[src/rtl/pong_game_ctrl.sv]
`default_nettype none
// ============================================================================
//  Module      : pong_game_ctrl
//  Description : Pong game sequencer. Owns ball position/velocity, paddle and
//                wall collision resolution, scoring, serve/point timing and
//                the game state machine. All motion and delay counting is
//                paced by the single-cycle 'tick' strobe.
//                Optional macro PONG_SPEEDUP_EN: rally hit counter raises the
//                ball speed (1 + hits/4, capped at 3 px/tick).
//  Revision    : 1.0 - initial release
// ============================================================================
module pong_game_ctrl #(
    parameter int SCREEN_WIDTH  = 640,
    parameter int SCREEN_HEIGHT = 480,
    parameter int PADDLE_SIZE   = 64,
    parameter int PADDLE_WIDTH  = 16,
    parameter int BALL_SIZE     = 8,
    parameter int WIN_SCORE     = 9,
    parameter int SERVE_DELAY   = 60,
    parameter int POINT_DELAY   = 30
) (
    input  logic       clk_25mhz,
    input  logic       locked,
    input  logic       tick,
    input  logic       start,
    input  logic [9:0] paddle1_y,
    input  logic [9:0] paddle2_y,
    output logic [9:0] ball_x,
    output logic [9:0] ball_y,
    output logic       ball_visible,
    output logic [3:0] score1,
    output logic [3:0] score2,
    output logic [2:0] state,
    output logic [1:0] winner
);

    typedef enum logic [2:0] {
        ST_IDLE  = 3'd0,
        ST_SERVE = 3'd1,
        ST_RALLY = 3'd2,
        ST_POINT = 3'd3,
        ST_OVER  = 3'd4
    } state_t;

    localparam logic [9:0]         c_CX        = 10'(SCREEN_WIDTH / 2);
    localparam logic [9:0]         c_CY        = 10'(SCREEN_HEIGHT / 2);
    localparam logic signed [10:0] c_CXS       = 11'(SCREEN_WIDTH / 2);
    localparam logic signed [10:0] c_CYS       = 11'(SCREEN_HEIGHT / 2);
    localparam logic signed [10:0] c_BS        = 11'(BALL_SIZE);
    localparam logic signed [10:0] c_PW        = 11'(PADDLE_WIDTH);
    localparam logic signed [10:0] c_PS        = 11'(PADDLE_SIZE);
    localparam logic signed [10:0] c_SW        = 11'(SCREEN_WIDTH);
    localparam logic signed [10:0] c_SH        = 11'(SCREEN_HEIGHT);
    localparam logic signed [10:0] c_XMAX      = 11'(SCREEN_WIDTH - BALL_SIZE);
    localparam logic signed [10:0] c_YMAX      = 11'(SCREEN_HEIGHT - BALL_SIZE);
    localparam logic [3:0]         c_WIN       = 4'(WIN_SCORE);
    localparam logic [7:0]         c_SERVE_DLY = 8'(SERVE_DELAY);
    localparam logic [7:0]         c_POINT_DLY = 8'(POINT_DELAY);

    state_t             r_state, w_state;
    logic [9:0]         r_ball_x, w_ball_x;
    logic [9:0]         r_ball_y, w_ball_y;
    logic               r_visible, w_visible;
    logic [3:0]         r_score1, w_score1;
    logic [3:0]         r_score2, w_score2;
    logic [1:0]         r_winner, w_winner;
    logic signed [10:0] r_vx, w_vx;
    logic signed [10:0] r_vy, w_vy;
    logic               r_serve_dir, w_serve_dir;   // 1: next serve goes right
    logic               r_serve_up, w_serve_up;     // 1: next launch moves up
    logic [7:0]         r_cnt, w_cnt;
    logic               r_start_q;

    logic               w_start_edge;
    logic signed [10:0] w_bx, w_by, w_p1, w_p2;
    logic signed [10:0] w_speed;
    logic               w_left_zone, w_left_ovl;
    logic               w_right_zone, w_right_ovl;
    logic               w_top_hit, w_bot_hit;
    logic               w_scored;

`ifdef PONG_SPEEDUP_EN
    logic [3:0]         r_hits, w_hits;

    // Ball speed grows by one every four paddle hits, up to 3 px/tick
    always_comb begin
        case (r_hits[3:2])
            2'd0:    w_speed = 11'sd1;
            2'd1:    w_speed = 11'sd2;
            default: w_speed = 11'sd3;
        endcase
    end
`else
    assign w_speed = 11'sd1;
`endif

    function automatic logic signed [10:0] f_dir(input logic neg,
                                                 input logic signed [10:0] mag);
        return neg ? -mag : mag;
    endfunction

    function automatic logic signed [10:0] f_clamp(input logic signed [10:0] v,
                                                   input logic signed [10:0] hi);
        if (v < c_BS)
            return c_BS;
        else if (v > hi)
            return hi;
        else
            return v;
    endfunction

    assign w_start_edge = start & ~r_start_q;
    assign w_bx         = $signed({1'b0, r_ball_x});
    assign w_by         = $signed({1'b0, r_ball_y});
    assign w_p1         = $signed({1'b0, paddle1_y});
    assign w_p2         = $signed({1'b0, paddle2_y});

    assign w_left_zone  = (r_vx < 0) && (w_bx - c_BS <= c_PW);
    assign w_left_ovl   = (w_by + c_BS > w_p1) && (w_by - c_BS < w_p1 + c_PS);
    assign w_right_zone = (r_vx > 0) && (w_bx + c_BS >= c_SW - c_PW);
    assign w_right_ovl  = (w_by + c_BS > w_p2) && (w_by - c_BS < w_p2 + c_PS);
    assign w_top_hit    = (w_by == c_BS) && (r_vy < 0);
    assign w_bot_hit    = (w_by + c_BS == c_SH) && (r_vy > 0);

    // Next-state and datapath update for the game sequencer
    always_comb begin
        w_state     = r_state;
        w_ball_x    = r_ball_x;
        w_ball_y    = r_ball_y;
        w_visible   = r_visible;
        w_score1    = r_score1;
        w_score2    = r_score2;
        w_winner    = r_winner;
        w_vx        = r_vx;
        w_vy        = r_vy;
        w_serve_dir = r_serve_dir;
        w_serve_up  = r_serve_up;
        w_cnt       = r_cnt;
        w_scored    = 1'b0;
`ifdef PONG_SPEEDUP_EN
        w_hits      = r_hits;
`endif
        case (r_state)
            ST_IDLE, ST_OVER: begin
                w_visible = 1'b0;
                if (w_start_edge) begin
                    w_state     = ST_SERVE;
                    w_visible   = 1'b1;
                    w_ball_x    = c_CX;
                    w_ball_y    = c_CY;
                    w_score1    = 4'd0;
                    w_score2    = 4'd0;
                    w_winner    = 2'd0;
                    w_serve_dir = 1'b1;
                    w_cnt       = c_SERVE_DLY;
`ifdef PONG_SPEEDUP_EN
                    w_hits      = 4'd0;
`endif
                end
            end
            ST_SERVE: begin
                w_visible = 1'b1;
                if (tick) begin
                    if (r_cnt == 8'd0) begin
                        // Launch: the launch tick already moves the ball
                        w_state    = ST_RALLY;
                        w_vx       = f_dir(~r_serve_dir, w_speed);
                        w_vy       = f_dir(r_serve_up, w_speed);
                        w_serve_up = ~r_serve_up;
                        w_ball_x   = 10'(c_CXS + w_vx);
                        w_ball_y   = 10'(c_CYS + w_vy);
                    end else begin
                        w_cnt = r_cnt - 8'd1;
                    end
                end
            end
            ST_RALLY: begin
                w_visible = 1'b1;
                if (tick) begin
                    if (w_left_zone) begin
                        if (w_left_ovl) begin
                            w_vx = w_speed;
                            w_vy = f_dir(r_vy[10], w_speed);
`ifdef PONG_SPEEDUP_EN
                            w_hits = (r_hits == 4'hF) ? r_hits : r_hits + 4'd1;
`endif
                        end else if (w_bx == c_BS) begin
                            w_scored    = 1'b1;
                            w_score2    = (r_score2 == c_WIN) ? r_score2 : r_score2 + 4'd1;
                            w_serve_dir = 1'b0;
                        end
                    end
                    if (w_right_zone) begin
                        if (w_right_ovl) begin
                            w_vx = -w_speed;
                            w_vy = f_dir(r_vy[10], w_speed);
`ifdef PONG_SPEEDUP_EN
                            w_hits = (r_hits == 4'hF) ? r_hits : r_hits + 4'd1;
`endif
                        end else if (w_bx + c_BS == c_SW) begin
                            w_scored    = 1'b1;
                            w_score1    = (r_score1 == c_WIN) ? r_score1 : r_score1 + 4'd1;
                            w_serve_dir = 1'b1;
                        end
                    end
                    if (w_scored) begin
                        w_state   = ST_POINT;
                        w_visible = 1'b0;
                        w_ball_x  = c_CX;
                        w_ball_y  = c_CY;
                        w_cnt     = c_POINT_DLY;
                    end else begin
                        if (w_top_hit) begin
                            w_vy = w_speed;
                            w_vx = f_dir(w_vx[10], w_speed);
                        end else if (w_bot_hit) begin
                            w_vy = -w_speed;
                            w_vx = f_dir(w_vx[10], w_speed);
                        end
                        // Clamping lands the ball exactly on every edge
                        w_ball_x = 10'(f_clamp(w_bx + w_vx, c_XMAX));
                        w_ball_y = 10'(f_clamp(w_by + w_vy, c_YMAX));
                    end
                end
            end
            ST_POINT: begin
                w_visible = 1'b0;
                if (tick) begin
                    if (r_cnt == 8'd0) begin
                        if ((r_score1 == c_WIN) || (r_score2 == c_WIN)) begin
                            w_state  = ST_OVER;
                            w_winner = (r_score1 == c_WIN) ? 2'd1 : 2'd2;
                        end else begin
                            w_state   = ST_SERVE;
                            w_visible = 1'b1;
                            w_cnt     = c_SERVE_DLY;
`ifdef PONG_SPEEDUP_EN
                            w_hits    = 4'd0;
`endif
                        end
                    end else begin
                        w_cnt = r_cnt - 8'd1;
                    end
                end
            end
            default: begin
                w_state   = ST_IDLE;
                w_visible = 1'b0;
                w_ball_x  = c_CX;
                w_ball_y  = c_CY;
            end
        endcase
    end

    // State and datapath registers; PLL lock loss abandons the game at once
    always_ff @(posedge clk_25mhz or negedge locked) begin
        if (!locked) begin
            r_state     <= ST_IDLE;
            r_ball_x    <= c_CX;
            r_ball_y    <= c_CY;
            r_visible   <= 1'b0;
            r_score1    <= 4'd0;
            r_score2    <= 4'd0;
            r_winner    <= 2'd0;
            r_vx        <= 11'sd1;
            r_vy        <= -11'sd1;
            r_serve_dir <= 1'b1;
            r_serve_up  <= 1'b1;
            r_cnt       <= 8'd0;
            r_start_q   <= 1'b0;
        end else begin
            r_state     <= w_state;
            r_ball_x    <= w_ball_x;
            r_ball_y    <= w_ball_y;
            r_visible   <= w_visible;
            r_score1    <= w_score1;
            r_score2    <= w_score2;
            r_winner    <= w_winner;
            r_vx        <= w_vx;
            r_vy        <= w_vy;
            r_serve_dir <= w_serve_dir;
            r_serve_up  <= w_serve_up;
            r_cnt       <= w_cnt;
            r_start_q   <= start;
        end
    end

`ifdef PONG_SPEEDUP_EN
    // Rally hit counter, cleared whenever a serve begins
    always_ff @(posedge clk_25mhz or negedge locked) begin
        if (!locked)
            r_hits <= 4'd0;
        else
            r_hits <= w_hits;
    end
`endif

    assign ball_x       = r_ball_x;
    assign ball_y       = r_ball_y;
    assign ball_visible = r_visible;
    assign score1       = r_score1;
    assign score2       = r_score2;
    assign state        = r_state;
    assign winner       = r_winner;

endmodule
`default_nettype wire

[config.mk]
export PLATFORM = sky130hd
export DESIGN_NAME = pong_game_ctrl
export DESIGN_NICKNAME = d
export VERILOG_FILES = /design/src/rtl/pong_game_ctrl.sv
export SDC_FILE = /design/constraint.sdc
export NUM_CORES = 1
export LEC_CHECK = 0
export CAP_MARGIN = 10
export CORE_AREA = 8 8 136 163
export DETAILED_ROUTE_END_ITERATION = 10
export DIE_AREA = 0 0 144 171
export GPL_ROUTABILITY_DRIVEN = 0
export PLACE_DENSITY = 0.6
export SLEW_MARGIN = 20
export SYNTH_ARGS = -nofsm -noshare
export SYNTH_HDL_FRONTEND = slang
export SYNTH_SLANG_ARGS = --single-unit
[constraint.sdc]
create_clock -name clk_25mhz -period 5.75 [get_ports clk_25mhz]
set_clock_uncertainty 0.05 [all_clocks]
set_input_delay 1.15 -clock clk_25mhz [delete_from_list [all_inputs] [get_ports clk_25mhz]]
set_output_delay 1.15 -clock clk_25mhz [all_outputs]
set_load 0.02 [all_outputs]
Word level (Yosys, flattened, before mapping)
Index checks and enable logic that the tools add are counted.

word-level totals
  bits in registers = 67
  bits of input ports = 24
  output and inout port bits = 34
  logic and storage cells = 206

cells by class
  add/subtract/negate cells = 13
  magnitude comparators = 14
  equality and inequality tests = 28
  muxes and demuxes = 111
  bitwise operators = 4
  reduce and logical (&&, ||, !) cells = 23

operator list
  cell                     count
  $mux W11                 32
  $mux W10                 14
  $pmux W10 S4             2
  $mux W8                  8
  $mux W4                  11
  $pmux W11 S2             2
  $ne A2 B2 Y1 const B     17
  $pmux W8 S4              1
  $mux W3                  8
  $add A10 B4 Y11 const B  2
  $add A10 B7 Y11 const B  2
  $add A11 B11 Y11         2
  $gt A11 B1 Y1 const B    2
  $gt A11 B11 Y1           2
  $lt A11 B1 Y1 const B    2
  $lt A11 B11 Y1           2
  $lt A11 B5 Y1 const B    2
  $mux W1                  22
  $sub A10 B4 Y11 const B  2
  $reduce_and A7 Y1        3
  $eq A10 B5 Y1 const B    2
  $pmux W4 S2              2
  $pmux W3 S4              1
  $eq A11 B10 Y1 const B   1
  31 further kinds         49

Logic depth before layout (Yosys ltp)
  word-level depth = 22
  gate-level depth with buffers = 25
  gate-level depth less buffers = 23

Worst setup path before layout
OpenSTA, ideal clock, no wires.

  path type = register -> register
  from = register r_ball_y[4], in the netlist ball_y[4]
  to = register r_ball_y[2], in the netlist ball_y[2]
  library setup time = 0.083 ns
  data arrival time = 5.500 ns
  required time = 5.617 ns
  path slack = 0.117 ns
  stages on the path, launching flop included = 25
  buffers on the path = 3
  clock period less this slack = 5.633 ns
  cells stage by stage = dfstp_2 clkbuf_1 and2_1 nand2_1 xnor2_1 ha_1 a21o_1 a21o_1 a211o_1 and2_1 and3_1 or3_1 buf_6 buf_2 o21ai_0 nor2_1 ha_1 and2_1 and3_1 or3_1 and2_1 a31o_2 a41o_1 or3_1 o21ai_0

between the ends
  longest elaborated chain between the ends = 19
  elaborated cells on any way between the ends = 36
  those cells by class = 3 x add/sub; 6 x order compare; 2 x eq/ne; 21 x mux; 4 x reduce/logical

ends and longest elaborated chain
  item                                                       line           RTL
  from (decl)                                                62             logic [9:0] r_ball_y, w_ball_y;
  from (signal assigned)                                     260            r_ball_y <= c_CY;
  from (signal assigned)                                     274            r_ball_y <= w_ball_y;
  $add A10 B4 Y11 / $sub A10 B4 Y11 (equally long branches)  119, 121, 123
  $gt A11 B11 Y1 / $lt A11 B11 Y1 (equally long branches)    119            assign w_left_ovl = (w_by + c_BS > w_p1) && (w_by - c_BS < w_p1 + c_PS);
  $logic_and A1 B1 Y1                                        119
  $mux W11                                                   181            if (w_left_ovl) begin
  $mux W11                                                   180            if (w_left_zone) begin
  $mux W11                                                   194            if (w_right_ovl) begin
  $mux W11                                                   193            if (w_right_zone) begin
  $mux W11                                                   216            end else if (w_bot_hit) begin
  (+3 left out)                                              -
  $mux W11                                                   143            case (r_state)
  $add A11 B11 Y11                                           222            w_ball_y = 10'(f_clamp(w_by + w_vy, c_YMAX));
  $gt A11 B10 Y1                                             106            else if (v > hi)
  $mux W10                                                   106
  $mux W10                                                   104            if (v < c_BS)
  $mux W10 *                                                 206            if (w_scored) begin
  $mux W10 *                                                 179            if (tick) begin
  $pmux W10 S4 *                                             143

Mark *: on every way between the ends. The rest lies on a longest branch, timed or not. The select of a mux whose other input is x is not followed.
A chain may end at the register's enable or synchronous reset.

Worst setup path after layout
  from = input port paddle1_y[2]
  to = register r_ball_y[2], in the netlist ball_y[2]

between the ends
  longest elaborated chain between the ends = 19
  elaborated cells on any way between the ends = 28
  those cells by class = 2 x add/sub; 4 x order compare; 21 x mux; 1 x reduce/logical

ends and longest elaborated chain
  item                   line  RTL
  from (decl)            26    input logic [9:0] paddle1_y,
  $add A10 B7 Y11        119
  $lt A11 B11 Y1         119
  $logic_and A1 B1 Y1 *  119
  $mux W11               181
  $mux W11               180
  $mux W11               194
  $mux W11               193
  $mux W11               216
  (+3 left out)          -
  $mux W11               143
  $add A11 B11 Y11       222
  $gt A11 B10 Y1         106
  $mux W10               106
  $mux W10               104
  $mux W10 *             206
  $mux W10 *             179
  $pmux W10 S4 *         143

Marked as above.

==> results.rst <==
.. list-table::
   :header-rows: 1

   * - Metric
     - Value
   * - Outcome
     - finished clean
   * - Max Slew Vio Count
     - 0
   * - Primary FF master, synth
     - sky130_fd_sc_hd__dfrtp_1
   * - Clock tree sinks
     - 67
   * - Total half-perimeter wirelength after legalization and detailed placement
     - 16,100 µm
   * - Wire length per cell after detailed routing
     - ~17 µm
   * - Final hold vios
     - 0
   * - Die span in y
     - between 150 and 200 µm
   * - Clock H-tree levels
     - 3
   * - Number of buffers added on ports
     - between 50 and 60
   * - Drt first pass iters
     - 7
   * - Slew at the pin closest to its max-slew limit
     - 0.877 ns
   * - Class of the tightest hold or removal check
     - reg -> reg
   * - Post-Syn Nets
     - 911
   * - Vias per cell
     - between 5 and 6
   * - Number of placed I/O pins
     - a little under 60
   * - Largest voltage drop on the vdd net
     - 0.000221 V
   * - Syn_area_per_cell
     - about 8.2 µm²
   * - Maximum clock path buffer count
     - 2
   * - Wire length of the first global-routing pass
     - roughly 34,000 µm
   * - WP data arrival
     - roughly 5.7 ns
   * - Antenna violations before repair
     - 0
   * - Multi-input gate area in the final layout
     - slightly below 0.005 mm²
   * - Reg clk slew, reported paths
     - 0.06 ns
   * - Leak pwr
     - between 3 and 4 nW
   * - Max_slew headroom
     - 0.415
   * - Chip Width
     - 144 µm
   * - Number of buffers added to fix hold violations after cts
     - 0
   * - Effective utilization at floorplan
     - 0.346
   * - Maximum clock rate
     - between 150 and 200 MHz
   * - Flops & latches, synth
     - 67
   * - Max-Cap Viols
     - 0
   * - Share of the yosys chip area belonging to registers
     - 0.253
   * - Antenna diode count
     - 0
   * - Total placed cells including tap cells
     - about 1,200
   * - CP Class
     - in -> reg
   * - Source-to-sink clock delay at the later pin of the worst-skew pair
     - 0.34 ns
   * - Required time reported for the critical path endpoint
     - roughly 6.0 ns
   * - CP Cell Sequence
     - clkdlybuf4s50_1 > inv_1 > ha_1 > a21oi_1 > a211oi_1 > a211o_1 > and2_1 > and3_1 > or3_4 > o21ai_2 > nor2_1 > ha_1 > a21o_1 > and3_1 > or3_1 > and2_1 > a31o_2 > a41o_4 > or3_1 > o21ai_2
   * - Global route total overflow
     - 0
   * - Ratio of cells with drive above 1 in the final layout
     - 0.220
   * - Number of enable flip-flop cells after synthesis
     - 0
   * - Cell type of the slowest stage on the worst timing path
     - sky130_fd_sc_hd__clkdlybuf4s50_1
   * - DRC violation count after routing
     - 0
   * - Filler cell count in the final layout
     - 1,910
   * - Minimum clock period after layout
     - 5.51 ns
   * - Power density normalized to cell area
     - roughly 610 mW/mm²
   * - Final cell count without fillers
     - 1,228
   * - Worst setup SP type
     - input port
   * - Final Setup Violations
     - 0
   * - Share of flip-flops with an asynchronous set or reset
     - 1.00
   * - Count of different cell masters after synthesis
     - 93
   * - Layout overhead on the synthesized area
     - 30.4%
   * - Number of cells produced by synthesis
     - between 800 and 900
   * - Inserted Clock Buffers
     - 9
   * - Core Box Area
     - 0.0194 mm²
   * - Via Count
     - ~7,000
   * - CTS tree
     - done
   * - Number of global-route vias before repair
     - approximately 6,700
   * - Register Area
     - about 0.0017 mm²
   * - Count of yosys warnings during synthesis
     - 0
   * - WL final
     - approximately 21,000 µm
   * - Nets
     - ~1,100
   * - Buffer cell driving the clock tree root
     - sky130_fd_sc_hd__clkbuf_16
   * - Worst-path maximum fanout
     - 8
   * - Largest stage delay, worst path
     - about 0.45 ns
   * - Remaining antenna violation count after routing
     - 0
   * - Aggregate global-route resource usage
     - 0.171
   * - Largest net degree at the start of global routing
     - 68
   * - Period Utilization, post-route
     - 0.958
   * - Setup TNS after final layout
     - 0 ns
   * - Initial DRC count
     - roughly 450
   * - Endpoint kind of the worst setup timing path
     - flop
   * - Total die area
     - approximately 0.025 mm²
   * - Number of rows created at floorplan
     - 56
   * - Netlist area before placement
     - 0.00672 mm²
-- layout by cell type (no fill, tap or decap), types with 10 or more instances in the layout --
| master | n |
|---|---|
| sky130_fd_sc_hd__or3_1 | 11 |
| sky130_fd_sc_hd__ha_1 | 59 |
| sky130_fd_sc_hd__nor2_1 | 73 |
| sky130_fd_sc_hd__o21ai_0 | 39 |
| sky130_fd_sc_hd__xnor2_1 | 17 |
| sky130_fd_sc_hd__o2111ai_1 | 10 |
| sky130_fd_sc_hd__a21oi_1 | 63 |
| sky130_fd_sc_hd__o31ai_1 | 12 |
| sky130_fd_sc_hd__nand4_1 | 14 |
| sky130_fd_sc_hd__inv_1 | 46 |
| sky130_fd_sc_hd__dfrtp_1 | 47 |
| sky130_fd_sc_hd__a21o_1 | 15 |
| sky130_fd_sc_hd__and2_1 | 16 |
| sky130_fd_sc_hd__o21a_1 | 10 |
| sky130_fd_sc_hd__nand2b_1 | 12 |
| sky130_fd_sc_hd__nor3_1 | 18 |
| sky130_fd_sc_hd__buf_4 | 107 |
| sky130_fd_sc_hd__a311oi_1 | 12 |
| sky130_fd_sc_hd__nand3_1 | 20 |
| sky130_fd_sc_hd__nand2_1 | 57 |
| sky130_fd_sc_hd__dfstp_2 | 20 |
| sky130_fd_sc_hd__clkdlybuf4s50_1 | 50 |
-- flip-flops by register name, indices dropped and copies added, names as in the netlist --
signal / cells
winner: 2
r_vy: 11
score1: 4
r_serve_dir: 1
state: 3
r_serve_up: 1
r_cnt: 8
ball_visible: 1
r_start_q: 1
r_vx: 11
ball_y: 10
score2: 4
ball_x: 10
-- cell usage after synthesis (all sizes together) (7+ instances only) --
| library cell | instances | share of area |
|---|---|---|
| nor2 | 74 | 0.042 |
| a21oi | 66 | 0.050 |
| ha | 65 | 0.12 |
| nand2 | 60 | 0.034 |
| o21ai | 52 | 0.039 |
| dfrtp | 47 | 0.17 |
| inv | 47 | 0.026 |
| nand3 | 21 | 0.016 |
| dfstp | 20 | 0.078 |
| nor3 | 20 | 0.015 |
| clkbuf | 19 | 0.011 |
| xnor2 | 19 | 0.025 |
| and2 | 16 | 0.015 |
| a21o | 15 | 0.017 |
| buf | 15 | 0.016 |
| nand4 | 14 | 0.013 |
| o31ai | 14 | 0.016 |
| or3 | 13 | 0.013 |
| a311oi | 12 | 0.016 |
| nand2b | 12 | 0.011 |
| o2111ai | 10 | 0.013 |
| o21a | 10 | 0.011 |
| o22a | 9 | 0.012 |
| xor2 | 9 | 0.012 |
| a211oi | 8 | 0.0097 |
| and3 | 8 | 0.0074 |
| nor4 | 8 | 0.0084 |
| or2 | 8 | 0.0074 |
| a211o | 7 | 0.0091 |
| nor2b | 7 | 0.0065 |
| o211ai | 7 | 0.0078 |
| or4 | 7 | 0.0084 |
-- stage by stage --
step	setup WS (ns)	power, mW	area [µm²]	hold slack [ns]	util
after detailed placement	-0.482	4.47	8230	0.448	0.424
after floorplan	0.117	3.00	6720	0.431	-
after CTS	-0.0499	5.15	8590	0.461	0.442
after global placement	-0.552	4.43	8230	0.451	0.424
final	0.242	5.33	8770	0.460	0.452
after global routing	-0.0155	5.77	8770	0.468	0.452
-- repair_timing --
| item | in CTS | in global routing |
|---|---|---|
| cloned | 0 | 0 |
| endpoints found under the setup margin | 10 | 19 |
| pin swaps | 1 | 10 |
| buffers inserted | 1 | 3 |
| resized for setup | 6 | 43 |
-- cell type report --
cell class | instances | area share
repair buffers | 165 | 0.160
inverters | 47 | 0.0201
multi-input cells | 672 | 0.550
clock buffers | 11 | 0.0288
flip-flops and latches | 67 | 0.194
clock inverters | 5 | 0.00956
well taps | 261 | 0.0373
-- power by group --
part | internal [mW] | switching (mW) | total (mW) | leakage (nW)
Clock | 0.405 | 0.218 | 0.623 | 0.158
Sequential | 0.666 | 0.216 | 0.882 | 0.815
Combinational | 1.84 | 1.99 | 3.83 | 2.86
Total | 2.91 | 2.42 | 5.33 | 3.83
-- worst max-delay path: cells and delay by family --
| family | cells | cell delay (ns) |
|---|---|---|
| compound gates | 8 | 1.55 |
| fa+ha+maj | 2 | 0.57 |
| simple gates | 8 | 1.96 |
| buf+inv | 2 | 0.49 |
-- routing by layer --
metal | global-route usage | share of wire | up-vias
li1 | - | - | 3388
met2 | 0.298 | 0.49 | 143
met5 | 0 | 0 | -
met3 | 0.0259 | 0.044 | 23
met4 | 0.0444 | 0.017 | 0
met1 | 0.214 | 0.45 | 3367
-- cells by family (layout without fill, tap and decap cells) --
| group | after synthesis | after routing | share of synthesized area |
|---|---|---|---|
| compound gates | 272 | 272 | 0.281 |
| xor+xnor | 28 | 28 | 0.0365 |
| fa+ha+maj | 67 | 67 | 0.127 |
| buf+inv | 81 | 228 | 0.0527 |
| flops | 67 | 67 | 0.253 |
| mux | 11 | 11 | 0.0175 |
| simple gates | 294 | 294 | 0.233 |
-- worst paths after layout --
path                       cells after the start             startpoint  slack, ns                     to
min reg2reg                                    1    r_vy[0]$_DFFE_PN1P_       0.46    r_vy[0]$_DFFE_PN1P_
max reg2reg                                   23  ball_y[4]$_DFFE_PN1P_       0.29  ball_y[2]$_DFFE_PN0P_
min in group asynchronous                      2                 locked       0.95    r_vx[5]$_DFFE_PN0P_
max                                           20           paddle1_y[2]       0.24  ball_y[2]$_DFFE_PN0P_
max in group asynchronous                      2                 locked       4.11  ball_y[3]$_DFFE_PN0P_
min                                            1    r_vy[0]$_DFFE_PN1P_       0.46    r_vy[0]$_DFFE_PN1P_
(Power assumes the default switching activity.)
